===== src/rtl/debug_module_if.sv =====
// debug_module_if: DMI, hart-control and abstract-access signals of the Debug Module.
interface debug_module_if;
    logic        dmi_start;
    logic        dmi_finish;
    logic [1:0]  dmi_op;
    logic [6:0]  dmi_address;
    logic [31:0] dmi_data_i;
    logic [31:0] dmi_data_o;
    logic        hart_halt_req;
    logic        hart_resume_req;
    logic        hart_halted;
    logic        hart_resume_ack;
    logic        ndmreset;
    logic        ar_req;
    logic        ar_write;
    logic [4:0]  ar_regno;
    logic [31:0] ar_wdata;
    logic [31:0] ar_rdata;
    logic        ar_ack;

    modport slave (
        input  dmi_start, dmi_op, dmi_address, dmi_data_i, hart_halted, hart_resume_ack, ar_rdata, ar_ack,
        output dmi_finish, dmi_data_o, hart_halt_req, hart_resume_req, ndmreset, ar_req, ar_write, ar_regno, ar_wdata
    );

    modport master (
        output dmi_start, dmi_op, dmi_address, dmi_data_i, hart_halted, hart_resume_ack, ar_rdata, ar_ack,
        input  dmi_finish, dmi_data_o, hart_halt_req, hart_resume_req, ndmreset, ar_req, ar_write, ar_regno, ar_wdata
    );
endinterface


===== src/rtl/debug_module.sv =====
// debug_module: single-hart RISC-V Debug Module turning DMI accesses into halt/resume and abstract GPR access.
// Define DM_AR_TIMEOUT_EN to add a watchdog that aborts abstract accesses after TIMEOUT_CYCLES.
module debug_module #(
    parameter int TIMEOUT_CYCLES = 256
) (
    input logic           clk,
    input logic           rst_n,
    debug_module_if.slave bus
);
    typedef enum logic [1:0] {IDLE, DECODE, RESP} dmi_state_t;
    typedef enum logic {AIDLE, AREQ} ar_state_t;

    dmi_state_t  r_dmi_state, w_dmi_next;
    ar_state_t   r_ar_state, w_ar_next;
    logic [1:0]  r_op;
    logic [6:0]  r_addr;
    logic [31:0] r_wdata, r_rdata, r_data0, r_ar_wdata, w_rmux, w_data0_next;
    logic [2:0]  r_cmderr, w_cmderr_next;
    logic [4:0]  r_ar_regno;
    logic        r_haltreq, r_ndmreset, r_dmactive, r_resume_req, r_resumeack, r_ar_write;
    logic        w_dec, w_wr, w_wr_dmc, w_wr_d0, w_wr_acs, w_wr_cmd;
    logic        w_active, w_busy, w_ack, w_bad, w_launch, w_resume_set, w_tmo;

    assign w_dec        = r_dmi_state == DECODE;
    assign w_wr         = w_dec && r_op == 2'd2;
    assign w_wr_dmc     = w_wr && r_addr == 7'h10;
    assign w_wr_d0      = w_wr && r_addr == 7'h04;
    assign w_wr_acs     = w_wr && r_addr == 7'h16;
    assign w_wr_cmd     = w_wr && r_addr == 7'h17;
    // dmactive written in this cycle takes effect together with the other dmcontrol bits
    assign w_active     = w_wr_dmc ? r_wdata[0] : r_dmactive;
    assign w_busy       = r_ar_state == AREQ;
    assign w_ack        = w_busy && bus.ar_ack;
    assign w_bad        = r_wdata[31:24] != 8'd0 || r_wdata[22:20] != 3'd2 || (r_wdata[17] && r_wdata[15:5] != 11'h080);
    assign w_launch     = w_wr_cmd && r_cmderr == 3'd0 && !w_busy && !w_bad && bus.hart_halted && r_wdata[17];
    assign w_resume_set = w_wr_dmc && r_wdata[30] && !r_wdata[31];

`ifdef DM_AR_TIMEOUT_EN
    localparam int CW = $clog2(TIMEOUT_CYCLES) + 1;
    logic [CW-1:0] r_cnt;
    always_ff @(posedge clk or negedge rst_n)
        if (!rst_n) r_cnt <= '0;
        else r_cnt <= (w_busy && !w_ack && w_active) ? r_cnt + 1'b1 : '0;
    assign w_tmo = w_busy && !bus.ar_ack && r_cnt == CW'(TIMEOUT_CYCLES - 1);
`else
    // no watchdog: the expression is constant false
    assign w_tmo = TIMEOUT_CYCLES < 0;
`endif

    always_comb begin
        w_rmux = 32'h0;
        case (r_addr)
            7'h04:   w_rmux = r_data0;
            7'h10:   w_rmux = {r_haltreq, 29'h0, r_ndmreset, r_dmactive};
            7'h11:   w_rmux = {14'h0, {2{r_resumeack}}, 4'h0, {2{!bus.hart_halted}}, {2{bus.hart_halted}}, 8'h82};
            7'h16:   w_rmux = {19'h0, w_busy, 1'b0, r_cmderr, 8'h01};
            default: w_rmux = 32'h0;
        endcase
    end

    always_comb begin
        w_cmderr_next = r_cmderr;
        if (w_wr_acs) w_cmderr_next = r_cmderr & ~r_wdata[10:8];
        if (w_wr_d0 && w_busy && r_cmderr == 3'd0) w_cmderr_next = 3'd1;
        if (w_wr_cmd && r_cmderr == 3'd0)
            w_cmderr_next = w_busy ? 3'd1 : w_bad ? 3'd2 : !bus.hart_halted ? 3'd4 : 3'd0;
        if (w_tmo) w_cmderr_next = 3'd3;
    end

    // a coinciding ar_ack capture wins over a DMI data0 write, which busy drops anyway
    assign w_data0_next = (w_ack && !r_ar_write) ? bus.ar_rdata : (w_wr_d0 && !w_busy) ? r_wdata : r_data0;

    always_comb begin
        w_dmi_next = IDLE;
        case (r_dmi_state)
            IDLE:    w_dmi_next = bus.dmi_start ? DECODE : IDLE;
            DECODE:  w_dmi_next = RESP;
            default: w_dmi_next = IDLE;
        endcase
        w_ar_next = w_busy ? ((w_ack || w_tmo) ? AIDLE : AREQ) : (w_launch ? AREQ : AIDLE);
        if (!w_active) w_ar_next = AIDLE;
    end

    always_ff @(posedge clk or negedge rst_n)
        if (!rst_n) begin
            r_dmi_state <= IDLE;
            r_ar_state  <= AIDLE;
        end else begin
            r_dmi_state <= w_dmi_next;
            r_ar_state  <= w_ar_next;
        end

    always_ff @(posedge clk or negedge rst_n)
        if (!rst_n) begin
            r_op    <= 2'd0;
            r_addr  <= 7'd0;
            r_wdata <= 32'h0;
            r_rdata <= 32'h0;
        end else begin
            if (r_dmi_state == IDLE && bus.dmi_start) begin
                r_op    <= bus.dmi_op;
                r_addr  <= bus.dmi_address;
                r_wdata <= bus.dmi_data_i;
            end
            if (w_dec) r_rdata <= r_op == 2'd1 ? w_rmux : 32'h0;
        end

    always_ff @(posedge clk or negedge rst_n)
        if (!rst_n) begin
            r_dmactive   <= 1'b0;
            r_haltreq    <= 1'b0;
            r_ndmreset   <= 1'b0;
            r_resume_req <= 1'b0;
            r_resumeack  <= 1'b0;
            r_data0      <= 32'h0;
            r_cmderr     <= 3'd0;
            r_ar_write   <= 1'b0;
            r_ar_regno   <= 5'd0;
            r_ar_wdata   <= 32'h0;
        end else if (!w_active) begin
            r_dmactive   <= 1'b0;
            r_haltreq    <= 1'b0;
            r_ndmreset   <= 1'b0;
            r_resume_req <= 1'b0;
            r_resumeack  <= 1'b0;
            r_data0      <= 32'h0;
            r_cmderr     <= 3'd0;
            r_ar_write   <= 1'b0;
            r_ar_regno   <= 5'd0;
            r_ar_wdata   <= 32'h0;
        end else begin
            r_dmactive <= 1'b1;
            if (w_wr_dmc) begin
                r_haltreq  <= r_wdata[31];
                r_ndmreset <= r_wdata[1];
            end
            r_resume_req <= w_resume_set ? 1'b1 : bus.hart_resume_ack ? 1'b0 : r_resume_req;
            r_resumeack  <= w_resume_set ? 1'b0 : bus.hart_resume_ack ? 1'b1 : r_resumeack;
            r_data0      <= w_data0_next;
            r_cmderr     <= w_cmderr_next;
            if (w_launch) begin
                r_ar_write <= r_wdata[16];
                r_ar_regno <= r_wdata[4:0];
                r_ar_wdata <= r_data0;
            end
        end

    assign bus.dmi_finish      = r_dmi_state == RESP;
    assign bus.dmi_data_o      = r_rdata;
    assign bus.hart_halt_req   = r_haltreq;
    assign bus.hart_resume_req = r_resume_req;
    assign bus.ndmreset        = r_ndmreset;
    assign bus.ar_req          = w_busy;
    assign bus.ar_write        = r_ar_write;
    assign bus.ar_regno        = r_ar_regno;
    assign bus.ar_wdata        = r_ar_wdata;
endmodule


===== src/flat_wrapper.sv =====
// flat-port wrapper written by rule: the top's interface ports become plain ports
module debug_module_flat 
#(
    parameter int TIMEOUT_CYCLES = 256
)
  (clk, rst_n, bus_dmi_start, bus_dmi_op, bus_dmi_address, bus_dmi_data_i, bus_hart_halted, bus_hart_resume_ack, bus_ar_rdata, bus_ar_ack, bus_dmi_finish, bus_dmi_data_o, bus_hart_halt_req, bus_hart_resume_req, bus_ndmreset, bus_ar_req, bus_ar_write, bus_ar_regno, bus_ar_wdata);
  debug_module_if bus_i ();
  input logic clk;
  input logic rst_n;
  input wire logic [$bits(bus_i.dmi_start)-1:0] bus_dmi_start;
  input wire logic [$bits(bus_i.dmi_op)-1:0] bus_dmi_op;
  input wire logic [$bits(bus_i.dmi_address)-1:0] bus_dmi_address;
  input wire logic [$bits(bus_i.dmi_data_i)-1:0] bus_dmi_data_i;
  input wire logic [$bits(bus_i.hart_halted)-1:0] bus_hart_halted;
  input wire logic [$bits(bus_i.hart_resume_ack)-1:0] bus_hart_resume_ack;
  input wire logic [$bits(bus_i.ar_rdata)-1:0] bus_ar_rdata;
  input wire logic [$bits(bus_i.ar_ack)-1:0] bus_ar_ack;
  output wire logic [$bits(bus_i.dmi_finish)-1:0] bus_dmi_finish;
  output wire logic [$bits(bus_i.dmi_data_o)-1:0] bus_dmi_data_o;
  output wire logic [$bits(bus_i.hart_halt_req)-1:0] bus_hart_halt_req;
  output wire logic [$bits(bus_i.hart_resume_req)-1:0] bus_hart_resume_req;
  output wire logic [$bits(bus_i.ndmreset)-1:0] bus_ndmreset;
  output wire logic [$bits(bus_i.ar_req)-1:0] bus_ar_req;
  output wire logic [$bits(bus_i.ar_write)-1:0] bus_ar_write;
  output wire logic [$bits(bus_i.ar_regno)-1:0] bus_ar_regno;
  output wire logic [$bits(bus_i.ar_wdata)-1:0] bus_ar_wdata;
  assign bus_i.dmi_start = bus_dmi_start;
  assign bus_i.dmi_op = bus_dmi_op;
  assign bus_i.dmi_address = bus_dmi_address;
  assign bus_i.dmi_data_i = bus_dmi_data_i;
  assign bus_i.hart_halted = bus_hart_halted;
  assign bus_i.hart_resume_ack = bus_hart_resume_ack;
  assign bus_i.ar_rdata = bus_ar_rdata;
  assign bus_i.ar_ack = bus_ar_ack;
  assign bus_dmi_finish = bus_i.dmi_finish;
  assign bus_dmi_data_o = bus_i.dmi_data_o;
  assign bus_hart_halt_req = bus_i.hart_halt_req;
  assign bus_hart_resume_req = bus_i.hart_resume_req;
  assign bus_ndmreset = bus_i.ndmreset;
  assign bus_ar_req = bus_i.ar_req;
  assign bus_ar_write = bus_i.ar_write;
  assign bus_ar_regno = bus_i.ar_regno;
  assign bus_ar_wdata = bus_i.ar_wdata;
  debug_module #(.TIMEOUT_CYCLES(TIMEOUT_CYCLES)) u_core (.clk(clk), .rst_n(rst_n), .bus(bus_i));
endmodule

===== config.mk =====
export PLATFORM = sky130hd
export DESIGN_NAME = debug_module_flat
export DESIGN_NICKNAME = d
export VERILOG_FILES = /design/src/rtl/debug_module_if.sv /design/src/rtl/debug_module.sv /design/src/flat_wrapper.sv
export SDC_FILE = /design/constraint.sdc
export NUM_CORES = 1
export LEC_CHECK = 0
export CAP_MARGIN = 20
export CORE_MARGIN = 1.5
export CORE_UTILIZATION = 35
export CTS_BUF_LIST = sky130_fd_sc_hd__clkbuf_4 sky130_fd_sc_hd__clkbuf_8
export DETAILED_ROUTE_END_ITERATION = 8
export PLACE_DENSITY = 0.61
export SYNTH_ARGS = -nofsm -noshare
export SYNTH_HDL_FRONTEND = slang
export SYNTH_SLANG_ARGS = --single-unit

===== constraint.sdc =====
create_clock -name clk -period 1.8 [get_ports clk]
set_input_delay 0.36 -clock clk [delete_from_list [all_inputs] [get_ports clk]]
set_output_delay 0.36 -clock clk [all_outputs]
set_load 0.02 [all_outputs]

* Yosys cells after proc, flatten, opt, wreduce, memory -nomap -nowiden
Index checks and enable logic that the tools add are counted.
** Word-level totals
- Input bits :: 79
- Bits in latches :: 0
- Bits in registers :: 154
- Memories :: 0
- ROM bits :: 0
- RAM bits :: 0
** Operators by class
- Reductions and logical operators :: 29
- Add/sub/neg operators :: 0
- Muxes and demuxes :: 36
- Equality and inequality tests :: 16
- Order comparisons :: 0
- Divide/modulo/power cells :: 0
- Multiply operators :: 0
- Bitwise operators :: 2
- Shifts and indexed selects :: 0
** Operators with widths (count)
- two-way mux 32 bit :: 6
- one-hot mux 32 bit (4 select lines) :: 1
- == test 7 x 5 -> 1 bit (second input constant) :: 4
- two-way mux 3 bit :: 7
- logical AND 1 bit :: 19
- two-way mux 1 bit :: 19
- != test 11 x 8 -> 1 bit (second input constant) :: 1
- two-way mux 5 bit :: 2
- nonzero test 8 bit :: 1
- == test 7 x 3 -> 1 bit (second input constant) :: 1
- != test 3 bit (second input constant) :: 2
- zero test 1 bit :: 5
- == test 2 x 1 -> 1 bit (second input constant) :: 2
- == test 2 bit (second input constant) :: 2
- != test 4 x 3 -> 1 bit (second input constant) :: 1
- one-hot mux 2 bit (2 select lines) :: 1
- bitwise AND 3 bit :: 1
- zero test 3 bit :: 1
- != test 3 x 2 -> 1 bit (second input constant) :: 1
- inverter 3 bit :: 1
- zero test 2 bit :: 1
- logical OR 1 bit :: 2
- != test 2 x 1 -> 1 bit (second input constant) :: 1
- != test 2 bit (second input constant) :: 1

* Depth between registers and ports, before layout
Gate-level depths: netlist (run 1).
- Word-level depth :: 11
- Mapped depth :: 7

* Worst setup path before layout (run 1)
No wires, ideal clock.
- Path kind :: register to register
- Start point :: reg u_core.r_ar_state, in the netlist u_core.bus.ar_req
- End point :: reg u_core.r_ar_regno[0], in the netlist u_core.bus.ar_regno[0]
- Cell stages (with the launch flop) :: 8
- Path slack :: -250 ps
- Arrival time :: 1913 ps
- Period minus slack after synthesis :: 2050 ps
- Path buffers :: 2
- Path through :: dfrtp_1 -> nor4_2 -> nand4_2 -> or4_1 -> buf_4 -> buf_6 -> nand2_1 -> a21oi_1
** Between the ends
- Cells in the longest elaborated chain, start to end :: 6
** Ends and longest elaborated chain
- from (decl) :: RTL line debug_module.sv:14 : ar_state_t r_ar_state, w_ar_next;
- from (signal assigned) :: RTL line debug_module.sv:90 : r_ar_state <= w_ar_next;
- zero test 1 bit :: RTL line debug_module.sv:35 : assign w_launch = w_wr_cmd && r_cmderr == 3'd0 && !w_busy && !w_bad && bus.hart_halted && r_wdata[17];
- logical AND 1 bit (4 in a row) :: RTL line debug_module.sv:35
- != test 2 bit (no line)
- to (signal assigned) :: RTL line debug_module.sv:143 : r_ar_regno <= r_wdata[4:0];
- to (decl) :: RTL line debug_module.sv:19 : logic [4:0] r_ar_regno;
Every way passes these cells.
A chain may end at the register's enable or synchronous reset.

* Final worst setup path (run 1)
- Start point :: reg u_core.r_wdata[8]
- End point :: reg u_core.r_ar_wdata[31], in the netlist u_core.bus.ar_wdata[31]
** Between the ends
- Cells in the longest elaborated chain, start to end :: 8
** Ends and longest elaborated chain
- from (decl) :: RTL line debug_module.sv:17 : logic [31:0] r_wdata, r_rdata, r_data0, r_ar_wdata, w_rmux, w_data0_next;
- from (signal assigned) :: RTL line debug_module.sv:103 : r_wdata <= bus.dmi_data_i;
- != test 11 x 8 -> 1 bit :: RTL line debug_module.sv:34 : assign w_bad = r_wdata[31:24] != 8'd0 || r_wdata[22:20] != 3'd2 || (r_wdata[17] && r_wdata[15:5] != 11'h080);
- logical AND 1 bit :: RTL line debug_module.sv:34
- logical OR 1 bit :: RTL line debug_module.sv:34
- zero test 1 bit :: RTL line debug_module.sv:35
- logical AND 1 bit (3 in a row) :: RTL line debug_module.sv:35
- != test 2 bit (no line)
- to (signal assigned) :: RTL line debug_module.sv:144 : r_ar_wdata <= r_data0;
- to (decl) :: RTL line debug_module.sv:17
Every way passes these cells.

==> results of run 1 <==
## per-layer routing
layer | global-route usage | routed length [um]
met2 | 0.3506 | 11010
met5 | 0 | 0
met3 | 0.04164 | 1419
met4 | 0.06215 | 529
met1 | 0.2919 | 9110
## flip-flops by register name (all words and copies together) (netlist names), 2 cells and up
register	flops
u_core.r_op	2
u_core.bus.dmi_data_o	32
u_core.bus.ar_wdata	32
u_core.r_wdata	32
u_core.r_data0	32
u_core.r_dmi_state	2
u_core.r_cmderr	3
u_core.r_addr	7
u_core.bus.ar_regno	5
## power groups by stage
stage | combinational [mW] | clock [mW] | sequential [mW]
after floorplan | 0.539 | 0 | 3.93
after global placement | 1.22 | 0 | 3.95
after detailed placement | 1.24 | 0 | 3.97
after CTS | 1.32 | 2.49 | 3.91
after global routing | 1.60 | 2.66 | 3.98
final | 1.49 | 2.45 | 3.95
## area by class of cell
type / instances / area share
sequential: 154 / 0.3812
multi-input combinational: 372 / 0.2894
timing repair buffer: 257 / 0.2641
tap: 229 / 0.02832
clock buffer: 18 / 0.02387
clock inverter: 14 / 0.01237
inverter: 2 / 0.0007419
## critical path: stages (launching register included)
cell     delay [ns]
dfrtp_1        0.41
nor4_2         0.34
nand4_1        0.22
or4_4          0.60
buf_4          0.20
nand2_1        0.09
a21oi_2        0.06
## cells in the final DEF (no fill, tap or decap), types with 5 or more instances in the layout
cell | netlist | layout
dlygate4sd2_1 | 0 | 65
clkbuf_16 | 0 | 7
dlymetal6s2s_1 | 0 | 9
buf_4 | 3 | 63
nor2b_1 | 5 | 5
clkdlybuf4s50_1 | 0 | 77
buf_12 | 0 | 13
a22o_1 | 35 | 35
nand3_1 | 6 | 6
nor2_4 | 0 | 5
clkbuf_8 | 0 | 17
a21oi_1 | 43 | 26
mux2i_1 | 33 | 32
dfrtp_1 | 154 | 151
nand2_1 | 90 | 77
a21oi_2 | 1 | 18
buf_6 | 2 | 15
a211oi_2 | 0 | 29
nand2_2 | 0 | 12
nor2_1 | 41 | 25
mux2_2 | 41 | 41
nor2_2 | 0 | 11
## stage by stage
| stage | hold slack, ns | area [um^2] | power (mW) | setup TNS, ns | std cells |
|---|---|---|---|---|---|
| floorplan | 0.06441 | 6534 | 4.474 | -1.529 | 567 |
| global placement | 0.3249 | 8833 | 5.174 | -12.28 | 976 |
| detailed placement | 0.3399 | 8833 | 5.214 | -15.40 | 976 |
| CTS | 0.4132 | 9417 | 7.723 | -6.774 | 1024 |
| global route | 0.4241 | 10120 | 8.243 | -15.00 | 1046 |
| finish | 0.3966 | 10120 | 7.900 | -9.994 | 1046 |
## cell families after synthesis
| group | share of synthesized area |
|---|---|
| buffers and inverters | 0.02927 |
| flip-flops | 0.5931 |
| AND/OR/NAND/NOR | 0.1219 |
| multiplexers | 0.1219 |
| AO/OA/AOI/OAI | 0.1338 |
## what timing repair did
| item | 4_1_cts | 5_1_grt |
|---|---|---|
| pin swaps | 6 | 35 |
| hold buffers | 1 | 0 |
| buffers inserted | 10 | 14 |
| gates resized for setup | 91 | 114 |
| setup endpoints to repair | 157 | 113 |
| cloned | 5 | 10 |
| endpoints found under the hold margin | 42 | 0 |
## path summary, 6_finish.rpt
kind | to | depth (start not counted) | slack, ns
max | u_core.bus.ar_wdata[31] | 6 | -0.23
min | u_core.bus.ar_wdata[9] | 2 | 0.40
max reg2reg | u_core.bus.ar_wdata[31] | 6 | -0.23
min reg2reg | u_core.bus.dmi_data_o[14] | 1 | 0.50
max in group asynchronous | u_core.r_data0[19] | 3 | 0.67
min in group clk | u_core.bus.dmi_data_o[14] | 1 | 0.50
==> flow_summary.toml, run 1 <==
[timing]
fin_crit_sh = 1.130
tightest_slew_ns = 0.4882
relSlewSlack = 0.6745
final_max_slew_viol_count = 0
period_needed_ns = 2.035
hold_viol_final = 0
fmax_mhz = 491.5
finalSetupViolCount = 75
skew_ns = 0.01364
rsz0062_at_grt = "yes"
setup_ws_ns = -0.2347

[clock_tree]
cts.sinks = 154
clk_latency_ns = 0.46
clockRootBuffer = "clkbuf_8"
cts_tree = "yes"
cts_buffers = 17
clk_pin_slew_ns = 0.09
clockBufferDepth = 2
htree_num_levels = 4

[synth]
synthTopCellsByArea = "dfrtp_1 59%, mux2_2 7.1%, nand2_1 5.2%"
syn_area_per_cell_um2 = 11.46
synth.largest_area_cell = "dfrtp_1"
synth.most_common_cell = "dfrtp_1"
seq_area_frac_synth = 0.5931
async_flop_share = 1.000
yosysWarnings = 0
synth_seq_cells = 154
netlist.area_leader.share = 0.5931
synth_edf_count = 0
yosys.cell_types.count = 40
syn-num-nets = 646
netlist_area_um2 = 6497
synth_common_cells = "154 x dfrtp_1, 90 x nand2_1, 43 x a21oi_1, 41 x mux2_2, 41 x nor2_1"
synth_flop_cell = "dfrtp_1"
syn_inst = 567

[global_route]
antenna_found_initial = 0
grt_pass1_vias = 5540
grt_util_all_layers = 0.2148
grt_max_degree = 49
grt_first_pass_wirelength_um = 31820
overflow = 0

[routing]
dr.pass1.iters = 8
drc_errors = 8
viasPerCell = 5.377
ant_nets = 0
routed-via-count = 5624
wl_per_cell_um = 21.10
drtIter0Drc = 477
routed_wl_um = 22070

[power]
power.switching_mw = 2.256
power.leakage_nw = 4.822
peakVddDrop_v = 0.0004581
p_sw_frac = 0.2855
power.density_nw_per_um2 = 780.7
combPwrFrac = 0.189
power_frac_clock = 0.311
power.share.sequential = 0.500
p_int_mw = 5.644

[cells_and_area]
fin_nets = 883
register_area_um2 = 3857
diodes = 0
post-route-util = 0.5595
layout-drive-gt1-share = 0.3452
multiInputGateArea_um2 = 2928
area_growth_pct = 55.73
fillCellCount = 1511

[floorplan]
placementRows = 49
die_area_um2 = 19390
die_w_um = 139.3
start_util = 0.3593
core-area_um2 = 18090
dieHeight_um = 139.3
io_pins = 154

[placed_design]
dp_hpwl_um = 13700
io_buffer_count = 153
dp_slack_ns = -0.2847
gp_congestion = 0.8254

[critical_path]
critical_path_arrival_ns = 2.37
start_kind = "flop"
critical_path_peak_fanout = 8
endpoint_kind = "flop"
criticalPathCategory = "reg2reg"
worstSetupStartpoint = "u_core.r_wdata[8]"
crit_required_ns = 2.14
reg2reg_from = "u_core.r_wdata[8]"

[run]
drv_cap = 0

[status]
run_status = "complete, but fails checks"
violations = "design-rule violations, negative setup slack"

[min_path]
min_path_type = "in2async"
No activity file was read; power rests on OpenSTA's default activity.
==> run 2, diff against run 1 <==
--- a/config.mk
+++ b/config.mk
@@ -10,7 +10,7 @@
 export CORE_UTILIZATION = 35
 export CTS_BUF_LIST = sky130_fd_sc_hd__clkbuf_4 sky130_fd_sc_hd__clkbuf_8
 export DETAILED_ROUTE_END_ITERATION = 8
-export PLACE_DENSITY = 0.61
+export PLACE_DENSITY = 0.59
 export SYNTH_ARGS = -nofsm -noshare
 export SYNTH_HDL_FRONTEND = slang
 export SYNTH_SLANG_ARGS = --single-unit
==> constraint.sdc (replaced) <==
create_clock -name clk -period 2.2 [get_ports clk]
set_input_delay 0.44 -clock clk [delete_from_list [all_inputs] [get_ports clk]]
set_output_delay 0.44 -clock clk [all_outputs]
set_load 0.02 [all_outputs]
==> flow_summary.toml, run 2 (synthesized netlist as in run 1, its figures left out) <==
[status]
run_status = "complete, but fails checks"
violations = "design-rule violations"

[routing]
wl_per_cell_um = 19.21
viasPerCell = 5.145
ant_nets = 0
routed-via-count = 5016
drc_errors = 9
drtIter0Drc = 328
routed_wl_um = 18730
dr.pass1.iters = 6

[timing]
skew_ns = 0.01151
final_max_slew_viol_count = 0
period_needed_ns = 2.121
setup_ws_ns = 0.07938
relSlewSlack = 0.6023
fin_crit_sh = 0.9639
fmax_mhz = 471.6
tightest_slew_ns = 0.5966
rsz0062_at_grt = "no"
finalSetupViolCount = 0
hold_viol_final = 0

[power]
power.leakage_nw = 3.818
peakVddDrop_v = 0.0004516
p_total_mw = 6.020
power.density_nw_per_um2 = 676.8

[clock_tree]
htree_num_levels = 4
cts.sinks = 154
clockRootBuffer = "clkbuf_8"
cts_buffers = 17
cts_tree = "yes"
clk_pin_slew_ns = 0.09
clockBufferDepth = 2
clk_latency_ns = 0.46
cts_setup_buffers = 0

[cells_and_area]
final_common_cell = "dfrtp_1"
diodes = 0
post-route-util = 0.4918
fin_area_um2 = 8895
most-common-layout-cells = "154 x dfrtp_1, 152 x clkdlybuf4s50_1, 90 x nand2_1, 43 x a21oi_1, 41 x mux2_2"
layout-drive-gt1-share = 0.1622
fillCellCount = 1621
area_growth_pct = 36.90
fin_nets = 812

[placed_design]
io_buffer_count = 153
dp_slack_ns = -0.01330
gp_congestion = 0.8830
place_area_um2 = 8508
dp_hpwl_um = 13400

[global_route]
grt_pass1_vias = 5113
grt_util_all_layers = 0.1998
grt_max_degree = 58
antenna_found_initial = 0
overflow = 0
grt_first_pass_wirelength_um = 29840

[critical_path]
critical_path_arrival_ns = 1.68
endpoint_kind = "output port"
critical_path_peak_fanout = 6
crit_required_ns = 1.76
criticalPathCategory = "reg2out"
start_kind = "flop"

[floorplan]
die_area_um2 = 19390
dieHeight_um = 139.3
io_pins = 154
start_util = 0.3593
core-area_um2 = 18090
die_w_um = 139.3
placementRows = 49

[run]
drv_cap = 0

[min_path]
min_path_type = "reg2reg"
[run 2: final timing paths]
check	from	to	slack (ns)	cells past startpoint
min	u_core.bus.dmi_data_o[7]	u_core.bus.dmi_data_o[7]	0.50	2
max reg2reg	u_core.r_dmi_state[1]	u_core.bus.ar_wdata[10]	0.12	6
max	u_core.bus.ar_req	bus_ar_req	0.08	2
min reg2reg	u_core.bus.dmi_data_o[7]	u_core.bus.dmi_data_o[7]	0.50	2
min in group asynchronous	rst_n	u_core.bus.ar_wdata[4]	0.53	2
max in group asynchronous	rst_n	u_core.bus.ar_wdata[22]	0.98	3
[run 2: cell type report]
cell class / instances / area, um^2 / share of cell area
timing repair buffer: 186 / 1887 / 0.2121
inverter: 2 / 7.507 / 0.0008440
multi-input combinational: 372 / 2506 / 0.2818
tap: 229 / 286.5 / 0.03221
clock buffer: 17 / 234.0 / 0.02630
clock inverter: 15 / 120.1 / 0.01350
sequential: 154 / 3854 / 0.4333
[run 2: metrics by stage]
stage / setup TNS, ns / hold WS (ns) / std cells
finish: 0 / 0.5020 / 975
global route: 0 / 0.5289 / 975
CTS: 0 / 0.4997 / 975
detailed placement: -0.03198 / 0.4644 / 942
global placement: -0.09122 / 0.4492 / 942
floorplan: 0 / 0.1444 / 567
[run 2: worst max-delay path, cell delays in order, from the launching register on]
cell             delay, ns
dfrtp_1               0.42
buf_4                 0.17
clkdlybuf4s50_1       0.63
[run 2: per-layer routing]
| metal | share of wire | global-route usage |
|---|---|---|
| met5 | 0 | 0 |
| met4 | 0.013 | 0.05431 |
| met3 | 0.045 | 0.04474 |
| met1 | 0.47 | 0.2850 |
| met2 | 0.47 | 0.3066 |
[run 2: power by group]
part	leakage [nW]	switching, mW	internal [mW]
Combinational	1.59	0.370	0.454
Clock	0.174	1.16	0.799
Sequential	2.06	0.206	3.03
[run 2: timing repair]
action | 4_1_cts | 5_1_grt
pin swaps | 0 | 1
hold buffers | 1 | 0
resized for setup | 1 | 3
hold endpoints to repair | 53 | 0
endpoints found under the setup margin | 16 | 26
==> edit 1: new RTL, config.mk and constraints of run 2 <==
The option `DM_AR_TIMEOUT_EN` is turned on by a define.
--- a/src/rtl/debug_module.sv
+++ b/src/rtl/debug_module.sv
@@ -1,5 +1,7 @@
 // debug_module: single-hart RISC-V Debug Module turning DMI accesses into halt/resume and abstract GPR access.
 // Define DM_AR_TIMEOUT_EN to add a watchdog that aborts abstract accesses after TIMEOUT_CYCLES.
+`define DM_AR_TIMEOUT_EN
+
 module debug_module #(
     parameter int TIMEOUT_CYCLES = 256
 ) (
Check against the original RTL: no difference found for any inputs over 10 cycles, from zero or initial values and one cycle with rst_n low; that may be too few to reach the edited logic, so the function may still have changed.
==> edit 1 against run 2 <==
- worst setup slack improved by 0.039 ns
- clock skew fell by 0.0027 ns
- critical path type is now reg -> reg
- highest routed layer unchanged
- power rose by 15%
- wire length fell by 0.96%
- largest cell class unchanged
- synthesized area rose by 3.9%
- sequential power rose by 4%
- final area rose by 5.5%
- sequential cell count rose by 9
==> edit 1: results (changes against run 2) <==
* Outcome: finished clean
* Port Buffer Count at 153 (unchanged)
* Crit path max-delay family: simple AND/OR/NAND/NOR gates
* First-pass GRT wire length at 29700 µm (-0.44%)
* Routed wl met2 at 8680 µm (-1.2%)
* # nets final at 791 (-2.6%)
* Sequential Power Share at 48.7% (-5.1 points)
* Drt pass-1 iters at 5 (-1)
* Met3 usage at 3.81% (-0.66 points)
* Total track usage at 19.4% (-0.58 points)
* Root buffer cell: clkbuf_8
* P_seq at 3.38 mW (+4%)
* Synth Area per Inst at 12.6 µm² (+10%)
* Setup WS pre-CTS at 0.0422 ns (+0.0555 ns)
* Clock skew at 0.00879 ns (-0.00273 ns)
* Initial DRC count at 312 (-4.9%)
* Met1 wire length at 8570 µm (-3.1%)
* Vias in the first global route at 5242 (+2.5%)
* CP Class: reg -> reg
* Worst-Margin Slew at 0.492 ns (-0.105 ns)
* Crit path largest cell delay at 0.42 ns (-0.21 ns)
* Register area share after synthesis at 60.4% (+1.1 points)
* Peak VDD IR at 0.360 mV (-20%)
* Synth area leaders: dfrtp_1 (60%), a22o_1 (7.7%), mux2_2 (6.5%), mux2i_1 (4.9%), a211oi_1 (3.6%)
* Leading cell types by count after synthesis: dfrtp_1 (163), a22o_1 (59), nor2_1 (55), mux2_2 (39), mux2i_1 (33)
* Yosys cell types at 46 (+15%)
* GPL Wtd Cong at 0.848 (-4.0%)
* Residual DRC at 0 (-9)
* Worst-path fanout max at 14 (+8)
* H-tree depth at 4 (unchanged)
* Synthesis Warnings at 0 (unchanged)
* Crit-path slowest cell: dfrtp_1
* Clock power frac at 37.8% (+5.3 points)
* Hold/Removal Path Class: in -> async
* Mapped Nets at 616 (-4.6%)
* P_sw at 1.68 mW (-3.4%)
* Routed WL at 18500 µm (-0.96%)
* Layout cells sized above 1 at 17.0% (+0.79 points)
* Finished Layout Cells at 983 (+0.82%)
* CP arrival at 2.43 ns (+0.75 ns)
* Via density at 5.15 (+0.17%)
[edit 1: cell count changes after synthesis, sizes merged, moves of 3 or more]
cell / delta
a21oi: -38
a221o: -3
a22o: +24
a22oi: +5
buf: +4
clkbuf: -8
dfrtp: +9
inv: +5
nand2: -67
nor2: +14
o21ai: +11
xnor2: +3
xor2: +3
[edit 1: area by class of cell]
| cell class | count | area, µm² |
|---|---|---|
| repair buffers | 191 | 1950 |
| flip-flops and latches | 163 | 4080 |
| multi-input cells | 330 | 2510 |
| well taps | 260 | 325 |
| clock buffers | 22 | 284 |
| fillers | 1640 | 9450 |
| inverters | 7 | 26.3 |
| clock inverters | 10 | 203 |
[edit 1: timing repair]
| action | CTS | global route |
|---|---|---|
| hold endpoints to repair | 12 | 0 |
| hold buffers | 1 | 0 |
| setup endpoints to repair | 0 | 41 |
| setup buffers | 0 | 1 |
| gates resized for setup | 0 | 4 |
[edit 1: cells by family (layout without fill, tap and decap cells)]
group,count (synthesis),count (layout),share of synthesized area (%)
xor+xnor,6,6,0.779
fa+ha+maj,2,2,0.371
buf+inv,42,230,3.08
simple gates,119,119,8.86
compound gates,131,131,15.1
flops,163,163,60.4
mux,72,72,11.4
[edit 1: final timing paths]
check / to / slack, ns / cells past startpoint
setup / recovery: u_core.bus.ar_wdata[23]$_DFFE_PN0P_ / 0.12 / 7
hold / removal: u_core.bus.dmi_data_o[18]$_DFFE_PN0N_ / 0.37 / 2
setup reg to reg: u_core.bus.ar_wdata[23]$_DFFE_PN0P_ / 0.12 / 7
hold reg to reg: u_core.r_cnt[0]$_DFF_PN0_ / 0.46 / 1
max in group asynchronous: u_core.r_data0[2]$_DFFE_PN0P_ / 1.10 / 3
min in group clk: u_core.r_cnt[0]$_DFF_PN0_ / 0.46 / 1
==> edit 2: new RTL, settings of run 2 <==
Made on the original files. The 3 states of `dmi_state_t` get a one-hot encoding in 3 bits.
--- a/src/rtl/debug_module.sv
+++ b/src/rtl/debug_module.sv
@@ -7,7 +7,7 @@
     input logic           rst_n,
     debug_module_if.slave bus
 );
-    typedef enum logic [1:0] {IDLE, DECODE, RESP} dmi_state_t;
+    typedef enum logic [2:0] {IDLE = 3'b001, DECODE = 3'b010, RESP = 3'b100} dmi_state_t;
     typedef enum logic {AIDLE, AREQ} ar_state_t;
 
     dmi_state_t  r_dmi_state, w_dmi_next;
Formal check against the unedited RTL: same outputs for any inputs over 4 cycles, from zero or initial values and one cycle with rst_n low; so few cycles prove little.
==> edit 2 against run 2 <==
- the run ends with negative setup slack left
- core utilization rose by 1.7 points
- critical path depth rose by 3
- synthesized area is 8.6% higher
- wire length is 19% higher
- worst setup slack lost 0.090 ns
- sequential cell count grew 1
- sequential share of layout area shrank 4.4 points
- global-route usage up 1.7 points
- final area is 12% higher
- non-clock buffer count is 24 higher
- critical path type is now reg -> reg
Power is not compared: it rests on default switching activity, and its combinational part moved more than twofold at a synthesized area within 25%.
==> edit 2: results (changes against run 2) <==
* Register area share after synthesis at 55.0% (-4.3 points)
* # nets final at 891 (+9.7%)
* Clock skew at 0.0109 ns (-0.000584 ns)
* Longest Clk Path Bufs at 2 (unchanged)
* H-tree depth at 4 (unchanged)
* Outcome: finished, violations left
* GPL Wtd Cong at 0.857 (-3.0%)
* Failing checks: negative setup slack
* Total track usage at 21.7% (+1.7 points)
* Synthesis Warnings at 0 (unchanged)
* Initial DRC count at 432 (+32%)
* Root buffer cell: clkbuf_8
* Worst-path fanout max at 37 (+31)
* DR vias at 6202 (+24%)
* First-pass GRT wire length at 35700 µm (+20%)
* Register area at 3880 µm² (+0.68%)
* CTS Buf Count at 17 (unchanged)
* Total Neg Setup Slack at -0.0190 ns (-0.0190 ns)
* Via density at 5.69 (+11%)
* Detailed placement HPWL at 15900 µm (+19%)
* Avg WL per Cell at 20.5 µm (+6.8%)
* Antenna diodes at 0 (unchanged)
* Leading cell types by count after synthesis: dfrtp_1 (154), nand2_1 (83), clkbuf_1 (54), mux2_2 (40), nand4_1 (40)
* P_sw at 2.45 mW
* Pin count of the biggest net entering global routing at 58 (unchanged)
* Setup WS pre-CTS at -0.139 ns (-0.126 ns)
* Placed Cells at 1056 (+12%)
* Peak VDD IR at 0.462 mV
* Worst r2r path cells at 5 (-1)
* Layout cells sized above 1 at 24.2% (+8.0 points)
* Drt pass-1 iters at 5 (-1)
* Leakage at 3.82 nW
* Synth area leaders: dfrtp_1 (55%), mux2_2 (6.4%), o41ai_1 (4.7%), nand2_1 (4.4%), a311oi_1 (4.0%)
* Area after DPL at 9310 µm² (+9.4%)
* Setup Viol. Count Final at 6 (+6)
* Clk_lat worst skew at 0.46 ns (about the same)
* Yosys cell types at 48 (+20%)
* CP arrival at 2.51 ns (+0.83 ns)
* Worst setup margin at -0.0103 ns (-0.0897 ns)
* Relative slew slack at 56.7% (-3.6 points)
* Mapped Nets at 733 (+13%)
* Synth Area per Inst at 10.8 µm² (-5.9%)
* Fill count at 1793 (+11%)
==> edit 2: area by class of cell <==
class                   count  area share, %
clock buffers              20           2.76
clock inverters            12           1.69
inverters                   5          0.188
multi-input cells         423           31.8
flip-flops and latches    155           38.9
well taps                 265           3.33
repair buffers            210           21.3
==> edit 2: path summary, 6_finish.rpt <==
kind,start,endpoint
max,u_core.r_addr[0]$_DFFE_PN0P_,u_core.r_data0[18]$_DFFE_PN0P_
min,u_core.bus.dmi_data_o[12]$_DFFE_PN0N_,u_core.bus.dmi_data_o[12]$_DFFE_PN0N_
max reg2reg,u_core.r_addr[0]$_DFFE_PN0P_,u_core.r_data0[18]$_DFFE_PN0P_
min reg2reg,u_core.bus.dmi_data_o[12]$_DFFE_PN0N_,u_core.bus.dmi_data_o[12]$_DFFE_PN0N_
max in group asynchronous,rst_n,u_core.r_data0[11]$_DFFE_PN0P_
min in group asynchronous,rst_n,u_core.bus.dmi_data_o[22]$_DFFE_PN0N_
==> edit 2: through the flow <==
| stage | power, mW | hold WS, ns |
|---|---|---|
| floorplan | 4.73 | 0.144 |
| global placement | 5.68 | 0.439 |
| detailed placement | 5.74 | 0.442 |
| CTS | 8.16 | 0.502 |
| global route | 8.57 | 0.528 |
| finish | 8.15 | 0.495 |
==> edit 2: cell families (layout without fill, tap and decap cells) <==
logic type | Yosys count | after routing | synth area share (%)
mux | 41 | 41 | 6.70
simple gates | 213 | 213 | 15.5
buf+inv | 76 | 247 | 4.63
flops | 155 | 155 | 55.0
xor+xnor | 1 | 1 | 0.124
compound gates | 168 | 168 | 18.1
==> edit 2: repair_timing <==
item                       CTS  global route
hold buffers                 1             0
setup endpoints to repair   80            99
gates resized for setup     21            17
hold endpoints to repair    51             0
buffers inserted             0             1
pin swaps                    0             1
==> edit 2: power by group through the flow <==
stage | Combinational [mW] | Sequential (mW) | Clock, mW
finish | 2.05 | 3.71 | 2.38
CTS | 2.04 | 3.70 | 2.42
floorplan | 1.07 | 3.66 | 0
detailed placement | 1.99 | 3.75 | 0
global placement | 1.94 | 3.74 | 0
global route | 2.24 | 3.77 | 2.56
==> edit 2: layer usage <==
layer	share of wire (%)	GRT usage [%]
met1	45	30.1
met2	47	33.8
met5	0	0
met3	5.7	4.72
met4	1.8	6.75
==> edit 2: critical path: stages, from the launching register on <==
cell and delay (ns):
dfrtp_1 0.38, or4b_4 0.54, or4_4 0.47, mux2i_4 0.33
buf_12 0.26, a311oi_2 0.07
